--- src/rtl/spi_slave_fifo_pkg.sv ---
// Shared constants and FSM encoding for the SPI slave with rx/tx byte FIFOs.
package spi_slave_fifo_pkg;

  localparam int unsigned ByteW    = 8;
  localparam int unsigned MaxDepth = 128;
  localparam int unsigned DefDepth = 64;

  typedef enum logic {
    StIdle   = 1'b0,
    StActive = 1'b1
  } spi_state_e;

  // Occupancy counter width: must represent 0..depth inclusive.
  function automatic int unsigned cnt_w(input int unsigned depth);
    return $clog2(depth) + 1;
  endfunction

endpackage

--- src/rtl/spi_slave_sfifo.sv ---
// Synchronous show-ahead FIFO; push when full and pop when empty are ignored.
module spi_slave_sfifo
  import spi_slave_fifo_pkg::*;
#(
  parameter int unsigned Depth = DefDepth,
  parameter int unsigned Width = ByteW
) (
  input  logic                     clk,
  input  logic                     n_rst,
  input  logic                     push,
  input  logic [Width-1:0]         din,
  input  logic                     pop,
  output logic [Width-1:0]         dout,
  output logic [cnt_w(Depth)-1:0]  count
);

  localparam int unsigned AW = $clog2(Depth);
  localparam int unsigned CW = cnt_w(Depth);

  logic [Width-1:0] mem_q [Depth];
  logic [AW-1:0]    wr_ptr_q, rd_ptr_q;
  logic [CW-1:0]    count_q;
  logic             full, empty, wr_en, rd_en;

  always_comb begin
    full  = (count_q == CW'(Depth));
    empty = (count_q == '0);
    wr_en = push & ~full;
    rd_en = pop & ~empty;
    dout  = empty ? '0 : mem_q[rd_ptr_q];
    count = count_q;
  end

  always_ff @(posedge clk) begin
    if (!n_rst) begin
      wr_ptr_q <= '0;
      rd_ptr_q <= '0;
      count_q  <= '0;
    end else begin
      if (wr_en) wr_ptr_q <= wr_ptr_q + AW'(1);
      if (rd_en) rd_ptr_q <= rd_ptr_q + AW'(1);
      unique case ({wr_en, rd_en})
        2'b10:   count_q <= count_q + CW'(1);
        2'b01:   count_q <= count_q - CW'(1);
        default: count_q <= count_q;
      endcase
    end
  end

  always_ff @(posedge clk) begin
    if (wr_en) mem_q[wr_ptr_q] <= din;
  end

endmodule

--- src/rtl/spi_slave_shifter.sv ---
// SPI slave bit engine: input synchronizers, edge detect, select FSM and byte shifters.
module spi_slave_shifter
  import spi_slave_fifo_pkg::*;
#(
  parameter bit         CPOL = 1'b0,
  parameter bit         CPHA = 1'b0,
  parameter logic [7:0] FILL = 8'h00
) (
  input  logic       clk,
  input  logic       n_rst,
  input  logic       sclk,
  input  logic       n_cs,
  input  logic       mosi,
  output logic       miso,
  output logic       miso_oe,
  input  logic [7:0] tx_data,
  input  logic       tx_valid,
  output logic       tx_pop,
  output logic [7:0] rx_data,
  output logic       rx_push
);

  logic [1:0] sclk_sync_q, ncs_sync_q, mosi_sync_q;
  logic       sclk_prev_q, ncs_prev_q;
  logic       sclk_s, ncs_s, mosi_s;
  logic       lead_edge, trail_edge, sample_edge, shift_edge, ncs_fall;
  logic [7:0] tx_next, rx_next;

  spi_state_e state_q;
  logic [2:0] bit_cnt_q;
  logic [7:0] tx_q;
  logic [6:0] rx_q;

  always_ff @(posedge clk) begin
    if (!n_rst) begin
      sclk_sync_q <= {2{CPOL}};
      ncs_sync_q  <= 2'b11;
      mosi_sync_q <= 2'b00;
      sclk_prev_q <= CPOL;
      ncs_prev_q  <= 1'b1;
    end else begin
      sclk_sync_q <= {sclk_sync_q[0], sclk};
      ncs_sync_q  <= {ncs_sync_q[0], n_cs};
      mosi_sync_q <= {mosi_sync_q[0], mosi};
      sclk_prev_q <= sclk_sync_q[1];
      ncs_prev_q  <= ncs_sync_q[1];
    end
  end

  always_comb begin
    sclk_s      = sclk_sync_q[1];
    ncs_s       = ncs_sync_q[1];
    mosi_s      = mosi_sync_q[1];
    lead_edge   = (sclk_s != sclk_prev_q) && (sclk_s != CPOL);
    trail_edge  = (sclk_s != sclk_prev_q) && (sclk_s == CPOL);
    sample_edge = CPHA ? trail_edge : lead_edge;
    shift_edge  = CPHA ? lead_edge : trail_edge;
    ncs_fall    = ncs_prev_q & ~ncs_s;
    tx_next     = tx_valid ? tx_data : FILL;
    rx_next     = {rx_q, mosi_s};
    miso        = tx_q[7];
  end

  always_ff @(posedge clk) begin
    if (!n_rst) begin
      state_q   <= StIdle;
      bit_cnt_q <= 3'd0;
      tx_q      <= 8'h00;
      rx_q      <= 7'h00;
      rx_data   <= 8'h00;
      rx_push   <= 1'b0;
      tx_pop    <= 1'b0;
      miso_oe   <= 1'b0;
    end else begin
      rx_push <= 1'b0;
      tx_pop  <= 1'b0;
      unique case (state_q)
        StIdle: begin
          if (ncs_fall) begin
            state_q   <= StActive;
            miso_oe   <= 1'b1;
            bit_cnt_q <= 3'd0;
            tx_q      <= tx_next;
            tx_pop    <= tx_valid;
          end
        end
        StActive: begin
          if (ncs_s) begin
            // Deselect aborts any partial byte; the half-sent tx byte is dropped.
            state_q   <= StIdle;
            miso_oe   <= 1'b0;
            bit_cnt_q <= 3'd0;
            tx_q      <= 8'h00;
          end else begin
            if (sample_edge) begin
              rx_q      <= rx_next[6:0];
              bit_cnt_q <= bit_cnt_q + 3'd1;
              if (bit_cnt_q == 3'd7) begin
                rx_data <= rx_next;
                rx_push <= 1'b1;
                if (CPHA) begin
                  tx_q   <= tx_next;
                  tx_pop <= tx_valid;
                end
              end
            end
            if (shift_edge) begin
              // Count zero on a shift edge marks a byte boundary: CPHA=0 loads the
              // next byte here, CPHA=1 already loaded it and must hold the MSB.
              if (bit_cnt_q == 3'd0) begin
                if (!CPHA) begin
                  tx_q   <= tx_next;
                  tx_pop <= tx_valid;
                end
              end else begin
                tx_q <= {tx_q[6:0], 1'b0};
              end
            end
          end
        end
        default: state_q <= StIdle;
      endcase
    end
  end

endmodule

--- src/rtl/spi_slave_fifo.sv ---
// SPI slave with tx and rx byte FIFOs, sticky rx overrun flag and rx occupancy.
module spi_slave_fifo
  import spi_slave_fifo_pkg::*;
#(
  parameter bit          CPOL  = 1'b0,
  parameter bit          CPHA  = 1'b0,
  parameter int unsigned DEPTH = DefDepth,
  parameter logic [7:0]  FILL  = 8'h00
) (
  input  logic       clk,
  input  logic       n_rst,
  input  logic       sclk,
  input  logic       n_cs,
  input  logic       mosi,
  output logic       miso,
  output logic       miso_oe,
  input  logic [7:0] m_din,
  input  logic       m_wrreq,
  output logic       m_full,
  output logic [7:0] s_dout,
  input  logic       s_rdreq,
  output logic       have_msg,
  output logic [7:0] len,
  output logic       overrun,
  input  logic       clr_ovr
);

  localparam int unsigned CW = cnt_w(DEPTH);

  logic [7:0]    tx_head, rx_byte;
  logic [CW-1:0] tx_count, rx_count;
  logic          tx_valid, tx_pop, rx_push, rx_full;

  spi_slave_sfifo #(
    .Depth (DEPTH),
    .Width (ByteW)
  ) u_tx_fifo (
    .clk   (clk),
    .n_rst (n_rst),
    .push  (m_wrreq),
    .din   (m_din),
    .pop   (tx_pop),
    .dout  (tx_head),
    .count (tx_count)
  );

  spi_slave_sfifo #(
    .Depth (DEPTH),
    .Width (ByteW)
  ) u_rx_fifo (
    .clk   (clk),
    .n_rst (n_rst),
    .push  (rx_push),
    .din   (rx_byte),
    .pop   (s_rdreq),
    .dout  (s_dout),
    .count (rx_count)
  );

  spi_slave_shifter #(
    .CPOL (CPOL),
    .CPHA (CPHA),
    .FILL (FILL)
  ) u_shifter (
    .clk      (clk),
    .n_rst    (n_rst),
    .sclk     (sclk),
    .n_cs     (n_cs),
    .mosi     (mosi),
    .miso     (miso),
    .miso_oe  (miso_oe),
    .tx_data  (tx_head),
    .tx_valid (tx_valid),
    .tx_pop   (tx_pop),
    .rx_data  (rx_byte),
    .rx_push  (rx_push)
  );

  always_comb begin
    tx_valid = (tx_count != '0);
    m_full   = (tx_count == CW'(DEPTH));
    rx_full  = (rx_count == CW'(DEPTH));
    have_msg = (rx_count != '0);
    len      = 8'(rx_count);
  end

  // Set has priority over clear so an overrun coinciding with clr_ovr is not lost.
  always_ff @(posedge clk) begin
    if (!n_rst) begin
      overrun <= 1'b0;
    end else if (rx_push && rx_full) begin
      overrun <= 1'b1;
    end else if (clr_ovr) begin
      overrun <= 1'b0;
    end
  end

endmodule

--- config.mk ---
export PLATFORM = sky130hd
export DESIGN_NAME = spi_slave_fifo
export DESIGN_NICKNAME = d
export VERILOG_FILES = /design/src/rtl/spi_slave_fifo_pkg.sv /design/src/rtl/spi_slave_sfifo.sv /design/src/rtl/spi_slave_shifter.sv /design/src/rtl/spi_slave_fifo.sv
export SDC_FILE = /design/constraint.sdc
export NUM_CORES = 1
export LEC_CHECK = 0
export ABC_CLOCK_PERIOD_IN_PS = 7250
export CAP_MARGIN = 25
export CORE_ASPECT_RATIO = 2
export CORE_MARGIN = 5
export CORE_UTILIZATION = 35
export CTS_BUF_LIST = sky130_fd_sc_hd__clkbuf_16
export CTS_CLUSTER_DIAMETER = 100
export DETAILED_ROUTE_END_ITERATION = 10
export GPL_ROUTABILITY_DRIVEN = 0
export PLACE_DENSITY = 0.54
export SLEW_MARGIN = 10
export SYNTH_ARGS = -nofsm -noshare
export SYNTH_HDL_FRONTEND = slang
export SYNTH_SLANG_ARGS = --single-unit
--- constraint.sdc ---
create_clock -name clk -period 7.25 [get_ports clk]
set_clock_uncertainty 0.1 [all_clocks]
set_input_delay 0.725 -clock clk [delete_from_list [all_inputs] [get_ports clk]]
set_output_delay 0.725 -clock clk [all_outputs]
set_load 0.02 [all_outputs]
# Word-level counts from Yosys, hierarchy flattened
# Memories as Yosys holds them, arrays and structs flattened. A register that Yosys moved wholly into a read port is not among the register bits.
# Index checks and enable logic that the tools add are counted.
word_totals:
  regBits: 77
  ramBits: 1024
  out_inout_bits: 21
  word_cells: 110
  mem_count: 2
mem_list:
  columns: ["memory", "depth", "width", "read_ports", "rd_clocked_by_memory_dff", "write_ports", "line", "rtl"]
  rows:
  - ["u_rx_fifo.mem_q", 64, 8, 1, 1, 1, "spi_slave_sfifo.sv:20", "logic [Width-1:0] mem_q [Depth];"]
  - ["u_tx_fifo.mem_q", 64, 8, 1, 1, 1, "spi_slave_sfifo.sv:20", null]
classes:
  add_sub_neg: 9
  n_eq_ne: 12
  n_mux: 36
  bitwise: 14
  reduce_logical: 17
op_table:
  columns: ["operator", "n"]
  rows:
  - ["two-way mux 8 bit", 7]
  - ["one-hot mux 7 bit (2 select lines)", 2]
  - ["adder 6 x 1 -> 6 bit (second input constant)", 4]
  - ["two-way mux 6 bit", 4]
  - ["one-hot mux 8 bit (2 select lines)", 1]
  - ["two-way mux 1 bit", 15]
  - ["adder 7 x 1 -> 7 bit (second input constant)", 2]
  - ["equality test 7 bit (second input constant)", 2]
  - ["zero test 7 bit", 2]
  - ["nonzero test 7 bit", 2]
  - ["subtractor 7 x 1 -> 7 bit (second input constant)", 2]
  - ["two-way mux 3 bit", 3]
  - ["NOT 1 bit", 9]
  - ["inequality test 3 x 1 -> 1 bit (second input constant)", 2]
  - ["one-hot mux 1 bit (2 select lines)", 3]
  - ["one-hot mux 3 bit (2 select lines)", 1]
  - ["AND reduction 2 bit", 3]
  - ["nonzero test 2 bit", 3]
  - ["AND 1 bit", 5]
  - ["equality test 2 x 1 -> 1 bit (second input constant)", 2]
  - ["equality test 2 bit (second input constant)", 2]
  - ["inequality test 2 x 1 -> 1 bit (second input constant)", 2]
  - ["AND reduction 4 bit", 1]
  - ["OR reduction 4 bit", 1]
  - ["other kinds (6)", 8]

# Longest topological paths before layout
# Gate-level depths: netlist of the first run.
logic_depth:
  word_depth: 7
  depth_mapped: 15
  ltp_nobuf: 12

# Cells and area by module
# From an unflattened synthesis of the first run, not the netlist that was laid out.
unflattened:
  hier_cells: 2433
  area_unflattened_um2: 44077.3
by_module_without_submodules:
  columns: ["module", "instances", "cells_per_inst", "area_each_um2", "seq_area_each_um2"]
  rows:
  - ["spi_slave_sfifo at u_rx_fifo", 1, 1118, 21179.1, 15875.2]
  - ["spi_slave_sfifo at u_tx_fifo", 1, 1114, 21169.1, 15875.2]
  - ["spi_slave_shifter", 1, 190, 1637.8, 760.7]
  - ["spi_slave_fifo", 1, 11, 91.3, 20.0]

# Least setup slack after synthesis of the first run
# Ideal clock, no wire load.
synth_path:
  path_type: "reg-to-reg"
  start: "register u_rx_fifo.count_q[1], in the netlist u_rx_fifo.count[1]"
  end: "register u_rx_fifo.count_q[6], in the netlist u_rx_fifo.count[6]"
  t_arrival_ns: 3.721
  required_ns: 7.080
  path_slack_ns: 3.359
  path_stages_with_launch: 16
  synth_period_minus_slack_ns: 3.891
  cell_sequence: "dfxtp_1 buf_2 nor4_1 nand3b_1 and2_1 clkbuf_1 ha_1 buf_1 xor2_1 ha_1 a21oi_1 and3b_1 a221oi_1 a221oi_1 or3_1 a21oi_1"
synth_via:
  elab_chain_len: 5
synth_lines:
  columns: ["item", "line", "rtl"]
  rows:
  - ["start: declaration", "spi_slave_sfifo.sv:22", "logic [CW-1:0] count_q;"]
  - ["start signal: assignment", "spi_slave_sfifo.sv:43", "2'b10: count_q <= count_q + CW'(1);"]
  - ["start signal: assignment", "spi_slave_sfifo.sv:44", "2'b01: count_q <= count_q - CW'(1);"]
  - ["start signal: assignment", "spi_slave_sfifo.sv:45", "default: count_q <= count_q;"]
  - ["branches (longest 5 deep; another with subtractor 7 x 1 -> 7 bit)", null, null]
# Parallel ways; which one is timed is not known.
# A chain may end at the register's enable or synchronous reset.

==> results of run 1 <==
[cells in the mapped netlist (15+ instances only)]
master,number
xor2_1,24
o21ai_0,21
a21oi_1,41
dfxtp_1,89
clkbuf_1,51
nand3_1,22
nand2_1,115
mux2i_1,87
buf_2,32
o211ai_1,17
nand2b_1,16
mux4_2,256
nor2b_1,15
a22oi_1,20
edfxtp_1,1024
nor2_1,213
buf_1,16
buf_4,16
[flip-flops by register name, summed over array words and instances (netlist names), 7 cells and up, named ones only]
register,cells
u_shifter.rx_data,8
u_rx_fifo.mem_q,512
u_shifter.rx_q,7
u_tx_fifo.mem_q,512
u_shifter.tx_q,8
u_tx_fifo.count,7
u_rx_fifo.count,7
[cell families (layout without fill, tap and decap cells)]
group	Yosys count	after routing
AOI/OAI and AO/OA	181	181
xor gates and xnor gates	31	31
other	1	3
muxes	349	349
DFF	1113	1113
buffers and inverters	146	273
and+or+nand+nor	450	450
adders and majority gates	12	12
[final timing paths]
path | startpoint | endpoint | slack (ns) | depth (start not counted)
setup reg to reg | u_rx_fifo.count[2] | u_rx_fifo.count[6] | 3.07 | 12
hold reg to reg | u_shifter.mosi_sync_q[0] | u_shifter.mosi_sync_q[1] | 0.36 | 1
hold / removal | u_shifter.mosi_sync_q[0] | u_shifter.mosi_sync_q[1] | 0.36 | 1
setup / recovery | flop | s_dout[3] | 2.28 | 6
[stage by stage]
step | instance area, sq um | setup WS, ns
2_1_floorplan | 43710 | 3.359
5_1_grt | 49050 | 2.120
6_report | 49050 | 2.276
3_3_place_gp | 45710 | 2.645
4_1_cts | 48980 | 1.894
3_5_place_dp | 45780 | 2.640
[power by group]
group | internal [W] | switching [W]
Clock | 0.00290 | 0.00234
Combinational | 0.0000473 | 0.000113
Sequential | 0.00696 | 0.0000139
[metal layers]
layer	up-vias	GRT usage [%]
met5	-	0
met4	2	7.880
met3	204	2.015
met2	519	32.51
met1	11120	15.52
li1	9263	-
[final cells by class]
cell class	instances	area, sq um
fill	11060	75280
sequential	1113	32560
multi-input combinational	1024	10430
clock buffer	103	2577
tap	1665	2083
timing repair buffer	72	703.2
clock inverter	81	629.4
inverter	17	63.81
antenna	2	5.005
[worst register-to-register path: cells and delay by family (launching register included)]
family | cells | cell delay (ns)
simple gates | 2 | 0.52
buf+inv | 1 | 0.28
flops | 1 | 0.57
xor+xnor | 1 | 0.22
fa+ha+maj | 2 | 0.71
compound gates | 6 | 1.73
==> flow_summary.toml, run 1 <==
[cts]
hold_buffers = 0
numClockSinks = 1113
clockRootBuffer = "clkbuf_16"
post_cts_buffers = 0
clkTransAtPathRegs_ns = 0.06
cts_max_level = 3
cts.repair.resized = 0
cts_tree = "built"
clockBufferDepth = 3
cts_buffers = 100
clkLatencyLatePin_ns = 0.70

[placement]
io_buffers = 35
dp_hpwl_um = 72160
dp_cells = 3888

[floorplan]
die_x_um = 259.9
die_y_um = 509.7
num_io_pins = 37
start_util_pct = 35.15
coreArea_sq_um = 124300
fp-row-count = 183
die-area_sq_um = 132500

[timing]
timing.hold.ws_ns = 0.3557
slew_headroom_pct = 26.57
final_max_slew_viol_count = 0
fmax_mhz = 201.1
tns_ns = 0
rsz0062_at_grt = "no"
setup_violations = 0
finalHoldViolations = 0
fin_crit_sh_pct = 68.60
fin_crit_ns = 4.974
tightest_slew_ns = 1.097

[final_layout]
syn_to_final_growth_pct = 12.24
nets = 2356
mostFrequentLayoutCell = "edfxtp_1"
instances_no_fill = 4077
final_cell_mix = "edfxtp_1, mux4_2, nor2_1"
post-route-util_pct = 39.46
final_layout_size_suffix_gt1_share_pct = 20.25

[synthesis]
synth_ff_type = "edfxtp_1"
yosysWarnings = 0
synth_top_area_share_pct = 70.36
synth_cells = 2283
yosysTopAreaCell = "edfxtp_1"
yosysSeqAreaShare_pct = 74.43
syn_area_per_cell_sq_um = 19.14
synth_top_family_by_area = "multiplexers"
postSynthNetCount = 2311
synthTopCellsByArea = "edfxtp_1, mux4_2, dfxtp_1"
yosys_register_bits = 1113
synth-async-reset-ratio_pct = 0
synth_mux_area_share_pct = 15.34
yosys.area_share.simple_pct = 4.621
yosys.area_share.xor_xnor_pct = 0.6212
synth_compound_area_share_pct = 2.934
netlist_area_sq_um = 43710
synth-adder-area-share_pct = 0.3435
synth_edf_count = 1024
synth_cell_types = 72

[setup_path]
required_ns = 6.42
end_kind = "primary output"
critPathSlowestCell = "dfxtp_4"
cp_common_cell = "mux4_2"
crit_type = "reg -> out"
cp_slowest_stage_delay_ns = 0.79
cp_top_family = "buffers and inverters"
path_max_fanout = 81
crit_arrival_ns = 4.15
cp_cell_sequence = "buf_12 > mux4_2 > mux4_2 > o211ai_1 > nand2_1 > clkdlybuf4s50_1"
crit_buf_inv = 2
start_kind = "flop"

[power]
total_power_w = 0.01237
ir_drop_v = 0.0001625
p_leak_nw = 14.84
power_density_nw_per_um2 = 252.3

[route]
wl_met2_um = 63220
highest_layer = "met5"
wl_met3_um = 3471
routedWlPerCell_um = 26.15
drt-met1-wl_um = 34330
ant_nets = 0
dr.pass1.iters = 6
viasPerCell = 5.177
drc_errors = 0
drt_iter0_drc = 1655
wirelength_um = 106600
vias = 21110

[min_path]
hold_path_class = "reg -> reg"

[grt]
overflow = 0
grt_max_degree = 119
globalRouteTotalUtil_pct = 16.01
antenna_found_initial = 2
grt_pass1_wl_um = 155700
first_global_vias = 22780

[run]
cap_violations = 0

[outcome]
status = "complete, no violations"
Note: power is estimated with default switching activity, not from simulation.
==> inputs of run 2 (changes only) <==
ABC_CLOCK_PERIOD_IN_PS = 4200   (was 7250)
PLACE_DENSITY = 0.56   (was 0.54)
clock period = 4.2 ns   (was 7.25 ns; I/O delays follow)
==> flow_summary.toml, run 2 (synthesis gave the netlist of run 1 again) <==
[outcome]
status = "complete, no violations"

[cts]
clockBufferDepth = 3
cts_max_level = 3
cts_buffers = 96
clockRootBuffer = "clkbuf_16"
cts_tree = "built"
clkTransAtPathRegs_ns = 0.06
clkLatencyLatePin_ns = 0.71
numClockSinks = 1113

[grt]
first_global_vias = 23060
overflow = 0
grt_pass1_wl_um = 155600
antenna_found_initial = 1
globalRouteTotalUtil_pct = 15.95
grt_max_degree = 66

[timing]
final_max_slew_viol_count = 0
slew_headroom_pct = 33.75
tightest_slew_ns = 0.9900
rsz0062_at_grt = "yes"
fmax_mhz = 241.3
fin_crit_ns = 4.145
tns_ns = 0
fin_crit_sh_pct = 98.69
finalHoldViolations = 0
timing.hold.ws_ns = 0.09544
setup_violations = 0

[final_layout]
syn_to_final_growth_pct = 14.46
mostFrequentLayoutCell = "edfxtp_1"
final_cell_mix = "edfxtp_1, mux4_2, nor2_1"
nets = 2455
reg_top3 = "u_rx_fifo.mem_q (512), u_tx_fifo.mem_q (512)"
diodes = 0
instances_no_fill = 4172
final_layout_size_suffix_gt1_share_pct = 23.61

[placement]
dp_hpwl_um = 73570
dp_cells = 3989
io_buffers = 35

[floorplan]
start_util_pct = 35.15
die_y_um = 509.7
die_x_um = 259.9
die-area_sq_um = 132500
fp-row-count = 183
num_io_pins = 37
coreArea_sq_um = 124300

[power]
power_density_nw_per_um2 = 433.2
ir_drop_v = 0.0002911
p_leak_nw = 15.44

[route]
routedWlPerCell_um = 25.53
vias = 21380
wirelength_um = 106500
ant_nets = 0
dr.pass1.iters = 5
viasPerCell = 5.123
drt_iter0_drc = 1504
drc_errors = 0

[setup_path]
start_kind = "flop"
crit_type = "reg -> out"
end_kind = "primary output"
path_max_fanout = 27
crit_arrival_ns = 3.62
required_ns = 3.68

[run]
cap_violations = 0

[min_path]
hold_path_class = "in -> reg"
-- run 2: cell types whose count changed in the layout (fill, tap and decap cells not counted), moves of 5 or more --
cell       before  now
buf_4          29  122
buf_6           0    6
bufinv_16       9   16
clkbuf_16     103   97
inv_1          33   26
inv_6           5    0
-- run 2: layout make-up --
type | count | area (sq um)
Clock inverter | 81 | 917.1
Tap cell | 1665 | 2083
Inverter | 17 | 63.81
Timing Repair Buffer | 175 | 1544
Sequential cell | 1113 | 32560
Clock buffer | 97 | 2427
Multi-Input combinational cell | 1024 | 10430
Fill cell | 11020 | 74300
-- run 2: path summary, 6_finish.rpt --
path,from,slack [ns],depth (start not counted),endpoint
max,flop,0.06,6,s_dout[0]
min,m_din[3],0.1,1,u_tx_fifo.mem_q[62][3]
max reg2reg,u_rx_fifo.count[1],0.43,13,u_rx_fifo.count[6]
min reg2reg,u_shifter.ncs_sync_q[0],0.32,1,u_shifter.ncs_sync_q[1]
-- run 2: per-layer routing --
layer  wire length (um)  global-route usage [%]  vias to the layer above
li1                   -                       -                     9455
met1              34950                   15.68                    11210
met5                 13                       0                        -
met4               6297                   8.783                        2
met2              62050                   31.86                      512
met3               3180                   1.743                      193
-- run 2: worst max-delay path: stages, from the launching register on --
cell	delay (ns)
dfxtp_4	0.45
buf_16	0.25
mux4_2	0.52
mux4_2	0.49
o211ai_1	0.48
nand2_1	0.15
clkdlybuf4s50_1	0.58
-- run 2: timing repair --
item	CTS	global route
setup endpoints to repair	8	2
hold buffers	0	0
pin swaps	2	1
setup buffers	3	0
gates resized for setup	7	5
-- run 2: metrics by stage --
stage	power [W]	setup slack, ns	utilization (%)	cell area, sq um
detailed placement	0.01258	0.4197	37.45	46560
global placement	0.01257	0.3602	37.41	46510
CTS	0.02188	0.002519	40.19	49970
finish	0.02167	0.05514	40.24	50030
global route	0.02231	-0.001626	40.24	50030
floorplan	0.01241	0.3088	-	43710
-- run 2: where the power goes --
part	internal (W)	total, W	leakage, nW	switching (W)
sequential	0.0120	0.0120	10.1	0.0000237
clock	0.00525	0.00934	1.66	0.00409
combinational	0.0000836	0.000290	3.70	0.000206
total	0.0173	0.0217	15.4	0.00432
